$ cat src/rtl/uart_bus_master.sv
// CPU-side initiator for the UART register bus: one single-beat request at a time,
// translated into AXI-lite-style handshakes. Define UART_MASTER_TIMEOUT_EN to add the abort timer.
module uart_bus_master #(
    parameter int TIMEOUT_CYCLES = 256,
    parameter int CNT_WIDTH      = $clog2(TIMEOUT_CYCLES + 1)
) (
    input  logic        clk,
    input  logic        rst,
    input  logic        req_valid,
    output logic        req_ready,
    input  logic        req_write,
    input  logic [2:0]  req_addr,
    input  logic [7:0]  req_wdata,
    output logic        rsp_valid,
    output logic [7:0]  rsp_rdata,
    output logic [1:0]  rsp_resp,
    output logic        rsp_timeout,
    output logic [31:0] CPU_to_UART,
    input  logic [31:0] UART_to_CPU
);
    typedef enum logic [2:0] {IDLE, WR_AW_W, WR_B, RD_AR, RD_R, RESP} state_t;

    state_t      state_reg, state_next;
    logic [2:0]  addr_reg, addr_next;
    logic [7:0]  wdata_reg, wdata_next;
    logic        aw_done_reg, aw_done_next, w_done_reg, w_done_next;
    logic        timed_out_reg, timed_out_next;
    logic        awvalid_reg, wvalid_reg, bready_reg, arvalid_reg, rready_reg;
    logic        req_ready_reg, rsp_valid_reg, rsp_valid_next, rsp_timeout_reg, rsp_timeout_next;
    logic [7:0]  rsp_rdata_reg, rsp_rdata_next;
    logic [1:0]  rsp_resp_reg, rsp_resp_next;
    logic        accept, busy, timeout_hit;

    logic        awready, wready, bvalid, arready, rvalid;
    logic [1:0]  bresp, rresp;
    logic [7:0]  rdata;
    logic        unused_bits;

    assign awready     = UART_to_CPU[0];
    assign wready      = UART_to_CPU[1];
    assign bvalid      = UART_to_CPU[2];
    assign bresp       = UART_to_CPU[4:3];
    assign arready     = UART_to_CPU[5];
    assign rvalid      = UART_to_CPU[6];
    assign rresp       = UART_to_CPU[8:7];
    assign rdata       = UART_to_CPU[16:9];
    assign unused_bits = ^UART_to_CPU[31:17];

`ifdef UART_MASTER_TIMEOUT_EN
    logic [CNT_WIDTH-1:0] cnt_reg;

    always_ff @(posedge clk) begin
        if (rst || accept) begin
            cnt_reg <= '0;
        end else if (busy) begin
            cnt_reg <= cnt_reg + 1'b1;
        end
    end

    assign timeout_hit = (cnt_reg == CNT_WIDTH'(TIMEOUT_CYCLES));
`else
    logic unused_cfg;
    assign unused_cfg  = ^CNT_WIDTH'(TIMEOUT_CYCLES);
    assign timeout_hit = 1'b0;
`endif

    always_comb begin
        state_next       = state_reg;
        addr_next        = addr_reg;
        wdata_next       = wdata_reg;
        aw_done_next     = aw_done_reg;
        w_done_next      = w_done_reg;
        timed_out_next   = timed_out_reg;
        rsp_valid_next   = 1'b0;
        rsp_timeout_next = 1'b0;
        rsp_rdata_next   = rsp_rdata_reg;
        rsp_resp_next    = rsp_resp_reg;
        accept           = 1'b0;
        busy             = 1'b0;
        case (state_reg)
            IDLE: begin
                if (req_valid && req_ready_reg) begin
                    accept         = 1'b1;
                    addr_next      = req_addr;
                    wdata_next     = req_wdata;
                    aw_done_next   = 1'b0;
                    w_done_next    = 1'b0;
                    timed_out_next = 1'b0;
                    state_next     = req_write ? WR_AW_W : RD_AR;
                end
            end
            WR_AW_W: begin
                busy = 1'b1;
                if (awvalid_reg && awready) aw_done_next = 1'b1;
                if (wvalid_reg && wready)   w_done_next  = 1'b1;
                if (aw_done_next && w_done_next) state_next = WR_B;
            end
            WR_B: begin
                busy = 1'b1;
                if (bready_reg && bvalid) begin
                    rsp_resp_next  = bresp;
                    rsp_rdata_next = 8'h00;
                    state_next     = RESP;
                end
            end
            RD_AR: begin
                busy = 1'b1;
                if (arvalid_reg && arready) state_next = RD_R;
            end
            RD_R: begin
                busy = 1'b1;
                if (rready_reg && rvalid) begin
                    rsp_rdata_next = rdata;
                    rsp_resp_next  = rresp;
                    state_next     = RESP;
                end
            end
            RESP: begin
                rsp_valid_next   = 1'b1;
                rsp_timeout_next = timed_out_reg;
                state_next       = IDLE;
            end
            default: state_next = IDLE;
        endcase
        // A state-completing handshake in the expiry cycle takes priority over the abort.
        if (busy && (state_next == state_reg) && timeout_hit) begin
            state_next     = RESP;
            rsp_resp_next  = 2'b10;
            rsp_rdata_next = 8'h00;
            timed_out_next = 1'b1;
        end
    end

    always_ff @(posedge clk) begin
        if (rst) begin
            state_reg       <= IDLE;
            addr_reg        <= '0;
            wdata_reg       <= '0;
            aw_done_reg     <= 1'b0;
            w_done_reg      <= 1'b0;
            timed_out_reg   <= 1'b0;
            awvalid_reg     <= 1'b0;
            wvalid_reg      <= 1'b0;
            bready_reg      <= 1'b0;
            arvalid_reg     <= 1'b0;
            rready_reg      <= 1'b0;
            req_ready_reg   <= 1'b1;
            rsp_valid_reg   <= 1'b0;
            rsp_timeout_reg <= 1'b0;
            rsp_rdata_reg   <= '0;
            rsp_resp_reg    <= '0;
        end else begin
            state_reg       <= state_next;
            addr_reg        <= addr_next;
            wdata_reg       <= wdata_next;
            aw_done_reg     <= aw_done_next;
            w_done_reg      <= w_done_next;
            timed_out_reg   <= timed_out_next;
            // Bus strobes are registered from the next state so they appear on entry.
            awvalid_reg     <= (state_next == WR_AW_W) && !aw_done_next;
            wvalid_reg      <= (state_next == WR_AW_W) && !w_done_next;
            bready_reg      <= (state_next == WR_B);
            arvalid_reg     <= (state_next == RD_AR);
            rready_reg      <= (state_next == RD_R);
            req_ready_reg   <= (state_reg == IDLE) && !accept;
            rsp_valid_reg   <= rsp_valid_next;
            rsp_timeout_reg <= rsp_timeout_next;
            rsp_rdata_reg   <= rsp_rdata_next;
            rsp_resp_reg    <= rsp_resp_next;
        end
    end

    assign req_ready   = req_ready_reg;
    assign rsp_valid   = rsp_valid_reg;
    assign rsp_rdata   = rsp_rdata_reg;
    assign rsp_resp    = rsp_resp_reg;
    assign rsp_timeout = rsp_timeout_reg;
    assign CPU_to_UART = {12'b0, rready_reg, addr_reg, arvalid_reg, 1'b0, wdata_reg,
                          bready_reg, addr_reg, wvalid_reg, awvalid_reg};
endmodule
$ cat config.mk
export PLATFORM = sky130hd
export DESIGN_NAME = uart_bus_master
export DESIGN_NICKNAME = d
export VERILOG_FILES = /design/src/rtl/uart_bus_master.sv
export SDC_FILE = /design/constraint.sdc
export NUM_CORES = 1
export LEC_CHECK = 0
export ABC_AREA = 1
export ABC_CLOCK_PERIOD_IN_PS = 1150
export BUFFER_PORTS_ARGS = -buffer_cell sky130_fd_sc_hd__buf_2
export CORE_MARGIN = 2
export CORE_UTILIZATION = 40
export CTS_BUF_LIST = sky130_fd_sc_hd__clkbuf_8
export DETAILED_ROUTE_END_ITERATION = 10
export PLACE_DENSITY_LB_ADDON = 0.15
export SKIP_CTS_REPAIR_TIMING = 1
export SYNTH_ARGS = -nofsm -noshare
export SYNTH_HDL_FRONTEND = slang
export SYNTH_SLANG_ARGS = --single-unit
$ cat constraint.sdc
create_clock -name clk -period 1.15 [get_ports clk]
set_input_delay 0.0575 -clock clk [delete_from_list [all_inputs] [get_ports clk]]
set_output_delay 0.0575 -clock clk [all_outputs]
set_load 0.01 [all_outputs]
==> key figures, run 1 <==
Outcome
  – Status: finished, violations left
  – Failing checks: negative setup slack

Final layout
  – Layout overhead on the synthesized area: 40.89%
  – Share of layout cells above drive strength 1: 47.99%
  – Final net count: 319
  – Fill cells: 366
  – Ant. Diodes: 0

Setup path
  – CP Class: reg -> reg
  – FF-to-FF Start: state_reg[1]$_SDFF_PP0_
  – Register-to-register setup slack: -0.10 ns
  – Worst reg2reg endpoint: rsp_rdata[4]$_SDFFE_PP0P_
  – Crit path from: state_reg[1]$_SDFF_PP0_
  – Critical path capture point: rsp_rdata[4]$_SDFFE_PP0P_
  – Worst Path Arrival: 1.43 ns
  – Setup crit end kind: flip-flop
  – Req. time, crit path: 1.33 ns
  – CP Max Fanout: 8
  – Startpoint Class: flip-flop
  – Reg2Reg Depth: 8

Clocking
  – Root Buffer: clkbuf_8
  – TritonCTS clock tree: yes
  – TritonCTS Buffers: 5
  – Worst-path clk slew: 0.07 ns
  – Maximum level of the CTS H-tree: 2
  – CTS sink count: 33
  – Worst-Skew Late Latency: 0.28 ns
  – Max Root-Sink Buffers: 2

Detailed routing
  – Via count: 1,442
  – Starting DRC count in detailed routing: 46
  – Drt total wl: 3.481 mm
  – Drt wl/cell: 10.84 um
  – Vias per cell: 4.492
  – Drt drc: 0
  – Antenna Nets Post-Route: 0
  – DRT Pass-1 Iters: 4

STA
  – Period utilization: 109.0%
  – RSZ-0062 raised after global routing: true
  – Final hold slack: 0.002228 ns
  – Fmax: 0.7975 GHz
  – Hold Vio Cnt, Final: 0
  – Final setup margin: -0.1039 ns
  – Worst Skew: 0.006332 ns
  – Min cycle time layout: 1.254 ns
  – Final setup TNS: -1.230 ns
  – Fin. max-slew vios: 0
  – Final setup fails: 27

Die
  – Die Wd: 65.17 um
  – Core area: 0.003633 mm^2
  – Die H: 65.17 um
  – Top-Level Pins: 92
  – Starting Density: 41.18%
  – DIE AREA: 0.004246 mm^2
  – Num rows: 22

Logic synthesis
  – Synth area leaders: dfxtp_1, buf_4, nand2_1
  – Mapped cell area: 0.001496 mm^2
  – Top-count cell post-synth: nand2_1
  – Seq/Total Area, Yosys: 44.15%
  – Syn Area/Cell: 7.408 um^2
  – Synth unique cells: 25
  – Number of synthesized register bits: 33
  – Post-synth top flop: dfxtp_1
  – Gate Count Post-Synth: 202
  – Ys async rst share: 0%
  – Dominant cell type by area after synthesis: dfxtp_1
  – Top-area cell type share of the netlist area: 44.15%
  – EDFF count, synth: 0
  – YS warnings: 0
  – Top post-synthesis cells by count: nand2_1, dfxtp_1, nor2_1, buf_4, a21oi_1

GRT
  – Initial antenna violation count: 0
  – Largest net degree at the start of global routing: 15
  – Vias in the first global route: 1,235
  – Gr ovfl total: 0
  – Global-route usage over all layers: 15.67%
  – First-pass GRT wire length: 5.147 mm

Placement
  – Buffers on Ports: 62
  – RePlAce Congestion: 0.8340
  – Pre-CTS setup slack: -0.2043 ns
  – HPWL after DPL: 2.418 mm

Flow run
  – Max_cap viols: 0

Power
  – Power per cell area: 1935 mW/mm^2
  – Max VDD drop: 0.9234 mV
  – Leakage: 1.095 nW

Hold path
  – Worst Hold Depth: 3
  – Worst Hold Class: in -> reg
-- cell families after synthesis --
family,after synthesis,share of synthesized area [%]
AND/OR/NAND/NOR,92,27.34
flip-flops,33,44.15
AO/OA/AOI/OAI,32,11.04
buffers and inverters,44,17.22
other,1,0.2506
-- how the worst min path moves through the flow --
stage | to | slack, ns | from
final | rsp_rdata[5]$_SDFFE_PP0P_ | 0.002 | UART_to_CPU[14]
after global routing | rsp_rdata[6]$_SDFFE_PP0P_ | 0.007 | UART_to_CPU[15]
after CTS | rsp_rdata[0]$_SDFFE_PP0P_ | 0.01 | UART_to_CPU[9]
after detailed placement | rsp_rdata[0]$_SDFFE_PP0P_ | 0.32 | UART_to_CPU[9]
after global placement | rsp_rdata[0]$_SDFFE_PP0P_ | 0.30 | UART_to_CPU[9]
after floorplan | addr_reg[2]$_SDFFE_PP0P_ | 0.13 | rst
-- layout make-up --
type / count / area [um^2] / area share, %
Timing Repair Buffer: 78 / 465.4 / 22.08
Clock inverter: 3 / 13.76 / 0.6528
Inverter: 16 / 65.06 / 3.086
Clock buffer: 5 / 68.82 / 3.264
Multi-Input combinational cell: 138 / 762.0 / 36.14
Sequential cell: 33 / 673.1 / 31.93
Tap cell: 48 / 60.06 / 2.849
-- where the power goes --
group          leakage (nW)  internal, mW  switching (mW)
registers             0.270          1.36           0.149
logic                 0.775         0.790           0.969
clock network        0.0491         0.409           0.397
total                  1.09          2.56            1.51
-- per-layer routing --
layer	track usage, %	share of wire [%]
met2	25.38	47
met3	5.822	8.5
met1	19.08	43
met5	0	0
met4	5.469	0.98
-- cells in the final DEF, fill, tap and decap left out, drive strengths merged --
cell type  count
nor3           1
clkbuf         5
nor4           1
a21o           2
nor2          28
a21oi         19
o21ai         11
conb          14
dfxtp         33
inv           16
clkinv         3
nand4          2
and2           1
buf           78
nand2         43
nand3         16
-- worst max-delay path: stages, from the launching register on --
cell     delay [ns]
dfxtp_4        0.40
inv_4          0.05
nor2_4         0.11
nand2_2        0.07
nor2_4         0.13
nor2_4         0.08
buf_6          0.14
a21oi_2        0.11
nor2_1         0.05
-- per-stage QoR --
step	std cells	util (%)	total power [mW]	cell area, um^2
after floorplan	215	-	2.452	1551
final	321	58.02	4.079	2108
after global placement	309	50.28	2.901	1827
after CTS	317	52.55	3.715	1909
after detailed placement	309	50.28	2.906	1827
after global routing	321	58.02	4.391	2108
Power figures use the tool's default switching activity.
==> run 2: changes to the inputs <==
--- a/config.mk
+++ b/config.mk
@@ -6,14 +6,15 @@
 export NUM_CORES = 1
 export LEC_CHECK = 0
 export ABC_AREA = 1
-export ABC_CLOCK_PERIOD_IN_PS = 1150
+export ABC_CLOCK_PERIOD_IN_PS = 1200
 export BUFFER_PORTS_ARGS = -buffer_cell sky130_fd_sc_hd__buf_2
 export CORE_MARGIN = 2
-export CORE_UTILIZATION = 40
+export CORE_UTILIZATION = 44
 export CTS_BUF_LIST = sky130_fd_sc_hd__clkbuf_8
 export DETAILED_ROUTE_END_ITERATION = 10
 export PLACE_DENSITY_LB_ADDON = 0.15
 export SKIP_CTS_REPAIR_TIMING = 1
+export SLEW_MARGIN = 25
 export SYNTH_ARGS = -nofsm -noshare
 export SYNTH_HDL_FRONTEND = slang
 export SYNTH_SLANG_ARGS = --single-unit
==> constraint.sdc (replaced) <==
create_clock -name clk -period 1.2 [get_ports clk]
set_input_delay 0.06 -clock clk [delete_from_list [all_inputs] [get_ports clk]]
set_output_delay 0.06 -clock clk [all_outputs]
set_load 0.01 [all_outputs]
==> key figures, run 2 (synthesis gave the netlist of run 1 again) <==
Setup path
  – Startpoint Class: flip-flop
  – Setup crit end kind: flip-flop
  – Worst Path Arrival: 1.42 ns (about the same)
  – CP Max Fanout: 6 (-2)
  – CP Class: reg -> reg
  – Req. time, crit path: 1.38 ns (+0.05 ns)

Detailed routing
  – Drt wl/cell: 10.43 um (-3.8%)
  – DRT Pass-1 Iters: 4 (unchanged)
  – Drt total wl: 3.359 mm (-3.5%)
  – Via count: 1,475 (+2.3%)
  – Antenna Nets Post-Route: 0 (unchanged)
  – Drt drc: 0 (unchanged)
  – Starting DRC count in detailed routing: 37 (-20%)
  – Vias per cell: 4.581 (+2.0%)

STA
  – Worst Skew: 0.005051 ns (-0.001281 ns)
  – Period utilization: 103.5% (-5.6 points)
  – Slew @ Worst Pin: 0.5036 ns
  – Hold Vio Cnt, Final: 0 (unchanged)
  – Min cycle time layout: 1.242 ns (-0.01209 ns)
  – Worst slew margin: 66.39%
  – Fmax: 0.8053 GHz (+0.97%)
  – Fin. max-slew vios: 0 (unchanged)
  – Final setup fails: 13 (-52%)
  – RSZ-0062 raised after global routing: true
  – Final setup margin: -0.04183 ns (+0.06209 ns)

Final layout
  – Share of layout cells above drive strength 1: 45.65% (-2.3 points)
  – Leading cell types in the layout, fill and taps excluded: buf_2, nand2_1, dfxtp_1
  – Final net count: 322 (+0.94%)
  – Ant. Diodes: 0 (unchanged)
  – Commonest non-fill, non-tap cell in the layout: buf_2
  – Layout overhead on the synthesized area: 40.97% (about the same)
  – Post-layout util: 63.72% (+5.7 points)
  – Fill cells: 306 (-16%)

Power
  – Power per cell area: 1881 mW/mm^2 (-2.8%)
  – Leakage: 1.120 nW (+2.4%)
  – Max VDD drop: 0.7952 mV (-14%)
  – Pwr Total: 3.968 mW (-2.7%)

Die
  – Core area: 0.003311 mm^2 (-8.9%)
  – Die Wd: 62.32 um (-4.4%)
  – Num rows: 21 (-4.5%)
  – DIE AREA: 0.003883 mm^2 (-8.6%)
  – Top-Level Pins: 92 (unchanged)
  – Die H: 62.32 um (-4.4%)
  – Starting Density: 45.20% (+4.0 points)

Clocking
  – Root Buffer: clkbuf_8
  – TritonCTS clock tree: yes
  – CTS sink count: 33 (unchanged)
  – Worst-path clk slew: 0.07 ns (about the same)
  – TritonCTS Buffers: 5 (unchanged)
  – Max Root-Sink Buffers: 2 (unchanged)
  – Maximum level of the CTS H-tree: 2 (unchanged)
  – Worst-Skew Late Latency: 0.28 ns (about the same)

Outcome
  – Status: finished, violations left
  – Failing checks: negative setup slack

GRT
  – First-pass GRT wire length: 5.333 mm (+3.6%)
  – Initial antenna violation count: 0 (unchanged)
  – Largest net degree at the start of global routing: 15 (unchanged)
  – Gr ovfl total: 0 (unchanged)
  – Global-route usage over all layers: 17.06% (+1.4 points)
  – Vias in the first global route: 1,285 (+4.0%)

Flow run
  – Max_cap viols: 0 (unchanged)

Placement
  – Buffers on Ports: 62 (unchanged)
  – RePlAce Congestion: 0.8573 (+2.8%)
  – HPWL after DPL: 2.330 mm (-3.7%)
  – Pre-CTS setup slack: -0.1931 ns (+0.01117 ns)

Hold path
  – Worst Hold Class: in -> reg
## run 2: layout make-up
type / count / area (um^2) / share of cell area [%]
inverter: 16 / 62.56 / 2.966
timing repair buffer: 81 / 489.2 / 23.19
tap: 46 / 57.56 / 2.728
multi-input combinational: 138 / 740.7 / 35.11
clock buffer: 5 / 68.82 / 3.262
clock inverter: 3 / 17.52 / 0.8304
sequential: 33 / 673.1 / 31.91
## run 2: final timing paths
path                                   from                   endpoint  slack (ns)  depth (start not counted)
setup / recovery    state_reg[1]$_SDFF_PP0_  rsp_rdata[6]$_SDFFE_PP0P_       -0.04                          8
hold / removal              UART_to_CPU[13]  rsp_rdata[4]$_SDFFE_PP0P_        0.02                          3
setup reg to reg    state_reg[1]$_SDFF_PP0_  rsp_rdata[6]$_SDFFE_PP0P_       -0.04                          8
hold reg to reg   wdata_reg[7]$_SDFFE_PP0P_  wdata_reg[7]$_SDFFE_PP0P_        0.46                          2
## run 2: metal layers
layer  track usage [%]  vias to the layer above  share of wire [%]
li1                  -                      756                  -
met2             28.94                       62                 48
met5                 0                        -                  0
met1             20.09                      653                 43
met4             6.667                        0                1.0
met3             5.435                        4                7.6
## run 2: through the flow
step / cells / hold slack, ns / TNS (ns) / cell area [um^2]
final: 322 / 0.01734 / -0.2502 / 2110
after global routing: 322 / 0.008637 / -1.347 / 2110
after CTS: 314 / 0.01207 / -2.411 / 1909
after detailed placement: 306 / 0.3147 / -2.257 / 1823
after global placement: 306 / 0.3125 / -1.219 / 1823
after floorplan: 215 / 0.1291 / 0 / 1545
## run 2: power by group
group	switching, mW	internal, mW	total, mW
registers	0.135	1.31	1.44
logic	0.929	0.797	1.73
clock network	0.400	0.399	0.799
## run 2: critical path: stages, from the launching register on
cell and delay (ns):
dfxtp_4 0.38, inv_2 0.06, nor2_4 0.08, nand2_2 0.07, nor2_4 0.14, nor2_4 0.08, buf_4 0.16, a21oi_1 0.11
nor2_1 0.05
==> run 3: changes to the inputs <==
--- a/config.mk
+++ b/config.mk
@@ -9,9 +9,10 @@
 export ABC_CLOCK_PERIOD_IN_PS = 1200
 export BUFFER_PORTS_ARGS = -buffer_cell sky130_fd_sc_hd__buf_2
 export CORE_MARGIN = 2
-export CORE_UTILIZATION = 44
-export CTS_BUF_LIST = sky130_fd_sc_hd__clkbuf_8
+export CORE_UTILIZATION = 42
+export CTS_BUF_LIST = sky130_fd_sc_hd__clkbuf_8 sky130_fd_sc_hd__clkbuf_16
 export DETAILED_ROUTE_END_ITERATION = 10
+export HOLD_SLACK_MARGIN = 0.06
 export PLACE_DENSITY_LB_ADDON = 0.15
 export SKIP_CTS_REPAIR_TIMING = 1
 export SLEW_MARGIN = 25
==> key figures, run 3 (synthesis gave the netlist of run 1 again) <==
Final layout
  – Commonest non-fill, non-tap cell in the layout: buf_2
  – Leading cell types in the layout, fill and taps excluded: buf_2, nand2_1, dfxtp_1
  – Layout overhead on the synthesized area: 46.91%
  – Final net count: 329 (+2.2%)
  – Post-layout util: 64.86% (+1.1 points)
  – Share of layout cells above drive strength 1: 41.70% (-4.0 points)
  – Ant. Diodes: 0 (unchanged)

Hold path
  – Min-delay src: UART_to_CPU[14]
  – Worst Hold Class: in -> reg
  – Hold Crit Endpoint: rsp_rdata[5]$_SDFFE_PP0P_
  – Worst Hold Depth: 3 (unchanged)

Setup path
  – CP Class: reg -> reg
  – Setup crit end kind: flip-flop
  – Startpoint Class: flip-flop
  – Reg2Reg Depth: 8 (unchanged)
  – Crit path max-delay family: simple AND/OR/NAND/NOR gates
  – Register-to-register setup slack: -0.03 ns (about the same)
  – Worst reg2reg endpoint: rsp_rdata[7]$_SDFFE_PP0P_
  – Req. time, crit path: 1.39 ns (about the same)
  – Worst path max stage delay: 0.38 ns (about the same)
  – CP Max Fanout: 10 (+4)
  – Worst path cell trace: inv_4 > nor2_4 > nand2_2 > nor2_4 > nor2_4 > inv_4 > o21ai_0 > nor2_1
  – Most frequent CP cell: nor2_4
  – FF-to-FF Start: state_reg[1]$_SDFF_PP0_
  – Worst Path Arrival: 1.42 ns (about the same)
  – Critical-path top delay cell: dfxtp_4
  – Critical path buffer and inverter count: 2 (unchanged)

Clocking
  – Maximum level of the CTS H-tree: 2 (unchanged)
  – TritonCTS clock tree: yes
  – Root Buffer: clkbuf_8
  – CTS sink count: 33 (unchanged)
  – Worst-Skew Late Latency: 0.29 ns (about the same)
  – Max Root-Sink Buffers: 2 (unchanged)
  – TritonCTS Buffers: 5 (unchanged)
  – Worst-path clk slew: 0.07 ns (about the same)

Detailed routing
  – Starting DRC count in detailed routing: 63 (+70%)
  – Vias per cell: 4.444 (-3.0%)
  – Via count: 1,462 (-0.88%)
  – Drt wl/cell: 10.72 um (+2.8%)
  – Antenna Nets Post-Route: 0 (unchanged)
  – DRT Pass-1 Iters: 4 (unchanged)
  – Drt drc: 0 (unchanged)
  – Drt total wl: 3.528 mm (+5.0%)

STA
  – Fmax: 0.8126 GHz (+0.91%)
  – Worst Skew: 0.006725 ns (+0.001674 ns)
  – Fin. max-slew vios: 0 (unchanged)
  – Min cycle time layout: 1.231 ns (-0.01116 ns)
  – Hold Vio Cnt, Final: 0 (unchanged)
  – Final hold slack: 0.01466 ns (-0.002675 ns)
  – RSZ-0062 raised after global routing: true
  – Final setup fails: 12 (-1)
  – Period utilization: 102.6% (-0.93 points)
  – Final setup margin: -0.03067 ns (+0.01116 ns)

Placement
  – RePlAce Congestion: 0.8679 (+1.2%)
  – HPWL after DPL: 2.406 mm (+3.3%)
  – Pre-CTS setup slack: -0.2118 ns (-0.01870 ns)
  – Buffers on Ports: 62 (unchanged)

Outcome
  – Status: finished, violations left
  – Failing checks: negative setup slack

Power
  – Power per cell area: 1926 mW/mm^2 (+2.4%)
  – Sw Pwr: 1.441 mW (-1.6%)
  – Net Sw Frac: 34.02% (-2.9 points)
  – Max VDD drop: 0.8401 mV (+5.6%)
  – Int Pwr: 2.794 mW (+12%)
  – Sequential power share: 34.1% (-2.3 points)
  – Clock Power Share: 29.2% (+9.1 points)
  – Logic pwr share: 36.7% (-6.8 points)
  – Leakage: 1.155 nW (+3.1%)
  – Pwr Total: 4.234 mW (+6.7%)

GRT
  – First-pass GRT wire length: 5.237 mm (-1.8%)
  – Global-route usage over all layers: 16.64% (-0.42 points)
  – Initial antenna violation count: 0 (unchanged)
  – Largest net degree at the start of global routing: 15 (unchanged)
  – Vias in the first global route: 1,191 (-7.3%)
  – Gr ovfl total: 0 (unchanged)

Die
  – Die Wd: 63.69 um (+2.2%)
  – Starting Density: 44.15% (-1.1 points)
  – Core area: 0.003390 mm^2 (+2.4%)
  – DIE AREA: 0.004056 mm^2 (+4.5%)
  – Num rows: 21 (unchanged)
  – Top-Level Pins: 92 (unchanged)
  – Die H: 63.69 um (+2.2%)

Flow run
  – Max_cap viols: 0 (unchanged)
run 3: cell count changes in the layout (fill, tap and decap cells not counted), moves of 4 or more:
cell | before | now
dlygate4sd3_1 | 0 | 12
a21oi_1 | 13 | 18
a21oi_2 | 6 | 1
buf_4 | 14 | 10
run 3: how the worst max path moves through the flow:
stage | from | endpoint | slack, ns | cells past startpoint
global placement | state_reg[1]$_SDFF_PP0_ | rsp_rdata[3]$_SDFFE_PP0P_ | -0.13 | 7
floorplan | state_reg[1]$_SDFF_PP0_ | rsp_rdata[0]$_SDFFE_PP0P_ | 0.02 | 8
global route | state_reg[1]$_SDFF_PP0_ | rsp_rdata[5]$_SDFFE_PP0P_ | -0.13 | 8
CTS | state_reg[1]$_SDFF_PP0_ | rsp_rdata[3]$_SDFFE_PP0P_ | -0.21 | 7
finish | state_reg[1]$_SDFF_PP0_ | rsp_rdata[7]$_SDFFE_PP0P_ | -0.03 | 8
detailed placement | state_reg[1]$_SDFF_PP0_ | rsp_rdata[3]$_SDFFE_PP0P_ | -0.21 | 7
run 3: worst reg2reg max path, cell delays in order (launching register included):
cell and delay (ns):
dfxtp_4 0.38, inv_4 0.07, nor2_4 0.03, nand2_2 0.07
nor2_4 0.04, nor2_4 0.25, inv_4 0.10, o21ai_0 0.15
nor2_1 0.05
run 3: stage by stage:
step	cells	cell area, um^2	setup TNS (ns)
2_1_floorplan	215	1545	0
3_3_place_gp	306	1810	-1.726
3_5_place_dp	306	1810	-2.849
4_1_cts	314	1944	-3.068
5_1_grt	329	2198	-2.113
6_report	329	2198	-0.1697
run 3: final cells by class:
cell class / instances / area (um^2)
fillers: 339 / 1191
multi-input cells: 138 / 711.9
flip-flops and latches: 33 / 670.6
repair buffers: 88 / 559.3
clock buffers: 5 / 68.82
clock inverters: 3 / 65.06
inverters: 16 / 65.06
well taps: 46 / 57.56
run 3: metal layers:
metal	up-vias	GRT usage (%)	wire, um
met5	-	0	0
met4	0	8.967	76
met3	8	5.179	228
met2	60	24.74	1706
met1	627	21.40	1516
li1	767	-	-
run 3: power by group through the flow:
stage | clock network [mW] | logic, mW | registers [mW]
floorplan | 0 | 0.878 | 1.47
global placement | 0 | 1.29 | 1.42
detailed placement | 0 | 1.28 | 1.42
CTS | 1.26 | 1.28 | 1.40
global route | 1.31 | 1.72 | 1.47
finish | 1.24 | 1.55 | 1.44
